`config.mk`:
```
export PLATFORM = sky130hd
export DESIGN_NAME = weight_line_packer
export DESIGN_NICKNAME = d
export VERILOG_FILES = /design/src/rtl/weight_line_packer.sv
export SDC_FILE = /design/constraint.sdc
export NUM_CORES = 1
export LEC_CHECK = 0
export BUFFER_PORTS_ARGS = -buffer_cell sky130_fd_sc_hd__buf_2
export CORE_ASPECT_RATIO = 0.6
export CORE_UTILIZATION = 59
export DETAILED_ROUTE_END_ITERATION = 12
export PLACE_DENSITY = 0.94
export SETUP_SLACK_MARGIN = 0.3
export SLEW_MARGIN = 20
export SYNTH_ARGS = -nofsm -noshare
export SYNTH_HDL_FRONTEND = slang
export SYNTH_SLANG_ARGS = --single-unit
```
`constraint.sdc`:
```
create_clock -name aclk -period 45 [get_ports aclk]
set_input_delay 2.25 -clock aclk [delete_from_list [all_inputs] [get_ports aclk]]
set_output_delay 2.25 -clock aclk [all_outputs]
set_load 0.1 [all_outputs]
```
`src/rtl/weight_line_packer.sv`:
```
// rtl/weight_line_packer.sv - packs narrow DMA weight beats into BRAM-width lines, framing blocks with tlast
module weight_line_packer #(
  parameter int IN_WIDTH    = 64,
  parameter int OUT_WIDTH   = 256,
  parameter int ADDRS_WIDTH = 10
) (
  input  logic                   aclk,
  input  logic                   areset,
  input  logic [ADDRS_WIDTH-1:0] write_depth,
  input  logic [IN_WIDTH-1:0]    s_axis_tdata,
  input  logic                   s_axis_tvalid,
  input  logic                   s_axis_tlast,
  output logic                   s_axis_tready,
  output logic [OUT_WIDTH-1:0]   m_axis_tdata,
  output logic                   m_axis_tvalid,
  output logic                   m_axis_tlast,
  input  logic                   m_axis_tready,
  output logic [15:0]            blocks_sent,
  output logic                   err_tlast
);
  localparam int RATIO = OUT_WIDTH / IN_WIDTH;
  localparam int CW = (RATIO > 1) ? $clog2(RATIO) : 1;
  localparam logic [CW-1:0] LAST_BEAT = CW'(RATIO - 1);

  logic [OUT_WIDTH-IN_WIDTH-1:0] asm_buf;
  logic [CW-1:0]                 asm_cnt;
  logic [ADDRS_WIDTH-1:0]        line_cnt;
  logic [ADDRS_WIDTH-1:0]        depth_q;
  logic                          last_beat;
  logic                          line_end;
  logic                          block_start;
  logic                          accept;
  logic                          complete;
  logic                          drain;

  assign last_beat   = (asm_cnt == LAST_BEAT);
  assign line_end    = (line_cnt == depth_q);
  assign block_start = (asm_cnt == '0) && (line_cnt == '0);
  // Only the completing beat can stall, and only while the held line is not draining.
  assign s_axis_tready = ~last_beat | ~m_axis_tvalid | m_axis_tready;
  assign accept      = s_axis_tvalid & s_axis_tready;
  assign complete    = accept & last_beat;
  assign drain       = m_axis_tvalid & m_axis_tready;

  always_ff @(posedge aclk or posedge areset) begin
    if (areset) begin
      asm_buf       <= '0;
      asm_cnt       <= '0;
      line_cnt      <= '0;
      depth_q       <= '0;
      m_axis_tdata  <= '0;
      m_axis_tlast  <= 1'b0;
      m_axis_tvalid <= 1'b0;
      blocks_sent   <= '0;
      err_tlast     <= 1'b0;
    end else begin
      if (accept) begin
        // The completing beat never coincides with block start, so depth_q is settled by then.
        if (block_start) depth_q <= write_depth;
        if (last_beat) begin
          asm_cnt  <= '0;
          line_cnt <= line_end ? '0 : line_cnt + 1'b1;
        end else begin
          asm_cnt <= asm_cnt + 1'b1;
          for (int k = 0; k < RATIO - 1; k++) begin
            if (asm_cnt == CW'(k)) asm_buf[k*IN_WIDTH +: IN_WIDTH] <= s_axis_tdata;
          end
        end
        if (s_axis_tlast != (last_beat && line_end)) err_tlast <= 1'b1;
      end
      if (complete) begin
        m_axis_tdata  <= {s_axis_tdata, asm_buf};
        m_axis_tlast  <= line_end;
        m_axis_tvalid <= 1'b1;
      end else if (drain) begin
        m_axis_tvalid <= 1'b0;
      end
      if (drain && m_axis_tlast) blocks_sent <= blocks_sent + 1'b1;
    end
  end
endmodule

```
==> impl_metrics.toml <==
[status]
outcome = "completed"

[floorplanning]
die_h_um = 139.8
num_io_pins = 355
dieArea_mm2 = 0.03240
die-width_um = 231.7
core.rowCount = 50
core_area_mm2 = 0.03115
initial_core_util_pct = 59.96

[synthesis]
ys.flop_type = "dfrtp_1"
yosysUniqueCellTypes = 45
synth_edf_count = 0
syn_area_mm2 = 0.01868
syn_inst = 1674
synth-seq-cells = 489
synth-warning-count = 0
synthArstFlopShare_pct = 100.0
syn_area_per_cell_um2 = 11.16
synthesis.nets = 1760
seq_area_frac_synth_pct = 65.51

[critical_path]
worstPathArrival_ns = 2.99
worstPathCellList = "buf_2 -> nand3b_1 -> buf_2"
worstSetupEndpointType = "output pin"
start_kind = "input pin"
crit_required_ns = 42.75
critical_path_class = "in2out"
cpPeakStageDelay_ns = 0.46
path_max_fanout = 5
cp_slowest_cell = "buf_2"
cp_top_family = "buffers and inverters"
crit_buf_inv = 2
cp_common_cell = "buf_2"

[cts]
numCtsBuffers = 42
post_cts_buffers = 0
cts-root-buf = "clkbuf_16"
clkTransAtPathRegs_ns = 0.07
cts_buffer_depth = 3
h-tree-depth = 2
clock-sinks = 489
cts_resized = 0
clock_latency_ns = 0.55
hold_buffers = 0
cts_tree = "built"

[sta]
tns_ns = 0
postLayoutSetupSlackWorst_ns = 39.76
worst-slew-pin-transition_ns = 1.137
skew_ns = 0.01431
max-slew-margin-rel_pct = 24.21
slew_viol_final = 0
fmax_ghz = 0.1909
period_needed_ns = 5.239
fin_crit_sh_pct = 11.64
finalHoldViolCount = 0
rsz0062_at_grt = "false"
setup_viol = 0

[global_route]
grt_pass1_wl_um = 74910
grt_pass1_vias = 13870
grt_max_degree = 109
grt_util_all_layers_pct = 29.63
grt_antenna_before_repair = 0
grt_remaining_overflow = 0

[place]
dpl.hpwl_um = 29670
placed_area_mm2 = 0.02071
dpl_worst_slack_ns = 39.77
place_congestion = 0.8715
portBuffers = 354

[route]
viasPerCell = 5.526
drtPass1Iterations = 8
vias = 13550
totalWireLength_um = 47490
ant_nets = 0
drc = 0
drtIter0Drc = 1195
wl_per_cell_um = 19.37

[hold_path]
hold_class = "reg2reg"

[cells_and_area]
synthToLayoutAreaGrowth_pct = 19.07
final_nets = 2089
fin_area_mm2 = 0.02224
num_antenna_cells = 0
fin_util_pct = 71.39
n_fill_cell = 1962
layout-drive-gt1-share_pct = 32.07

[job]
max_cap_violations = 0
flip-flops by register name, summed over array words and instances, names as in the netlist:
register / count
m_axis_tdata: 256
asm_buf: 192
blocks_sent: 16
depth_q: 10
line_cnt: 10
asm_cnt: 2
err_tlast: 1
m_axis_tlast: 1
m_axis_tvalid: 1
Yosys cell counts, drive strengths merged (2+ instances only):
library cell / instances / share of area [%]
clkbuf: 21 / 0.43
ha: 7 / 0.47
or2: 4 / 0.13
nor4: 6 / 0.23
xnor2: 20 / 0.94
nand3: 6 / 0.16
nand4: 7 / 0.23
a21o: 2 / 0.080
inv: 11 / 0.22
xor2: 10 / 0.47
dfrtp: 489 / 66
buf: 59 / 1.6
nor3b: 2 / 0.080
a21oi: 2 / 0.054
or4: 2 / 0.080
nand2: 781 / 16
nor2: 14 / 0.29
mux2: 204 / 12
nor3: 7 / 0.19
nor2b: 2 / 0.067
cell type report:
class,instances,area (um^2),area share (%)
Sequential cell,489,12240,55.02
Multi-Input combinational cell,1094,6053,27.22
Timing Repair Buffer,365,1878,8.444
Clock buffer,59,1236,5.558
Tap cell,416,520.5,2.340
Clock inverter,18,267.8,1.204
Inverter,11,48.80,0.2194
worst paths after layout:
kind / from / end / slack (ns) / depth (start not counted)
max in group asynchronous: areset / m_axis_tdata[160] / 40.78 / 4
hold / removal: asm_buf[79] / m_axis_tdata[79] / 0.46 / 2
setup / recovery: m_axis_tready / s_axis_tready / 39.76 / 3
hold reg to reg: asm_buf[79] / m_axis_tdata[79] / 0.46 / 2
min in group asynchronous: areset / m_axis_tdata[196] / 1.83 / 2
setup reg to reg: m_axis_tvalid / m_axis_tdata[176] / 41.74 / 5
stage by stage:
step | hold slack [ns] | std cells
2_1_floorplan | 0.4331 | 1674
3_3_place_gp | 0.4401 | 2374
3_5_place_dp | 0.4434 | 2374
4_1_cts | 0.4628 | 2451
5_1_grt | 0.4790 | 2452
6_report | 0.4616 | 2452
routing by layer:
layer  routed length [um]  vias to the layer above  GRT usage [%]  share of wire (%)
met5                    0                        -              0                  0
met4                 1518                        0          10.56                3.2
met3                 3631                      100          6.352                7.6
met2                23410                      604          49.33                 49
met1                18940                     6849          38.63                 40
li1                     -                     5996              -                  -
worst reg2reg max path, stage by stage, from the launching register on:
cell and delay (ns):
dfrtp_1 0.38, nor2b_1 0.58, or2_4 0.85, buf_4 1.01, nand2_1 0.26, nand2_1 0.14
layout by cell type, fill, tap and decap left out, types with 2 or more instances in the layout:
cell       instances
nand2_1          777
dfrtp_1          489
buf_2            354
mux2_2           204
clkbuf_16         43
xnor2_1           20
nor2_1            12
inv_1             10
xor2_1            10
clkbuf_8          10
buf_4              9
nand4_1            7
nor3_1             7
ha_1               7
nand3_1            6
bufinv_16          6
clkbuf_1           6
nor4_1             5
clkinv_2           5
or2_2              3
nand2_4            3
clkinv_4           3
a21oi_1            2
or4_1              2
a21o_1             2
nor3b_1            2
nor2b_1            2
inv_8              2
inv_6              2
logic make-up after synthesis:
logic type,synth area share [%]
compound gates,0.5895
xor+xnor,1.407
fa+ha+maj,0.4689
buf+inv,2.257
flops,65.51
mux,12.30
simple gates,17.47
Power is not shown: default switching activity piles up to over one toggle a cycle in this logic, so the estimate is an artifact.
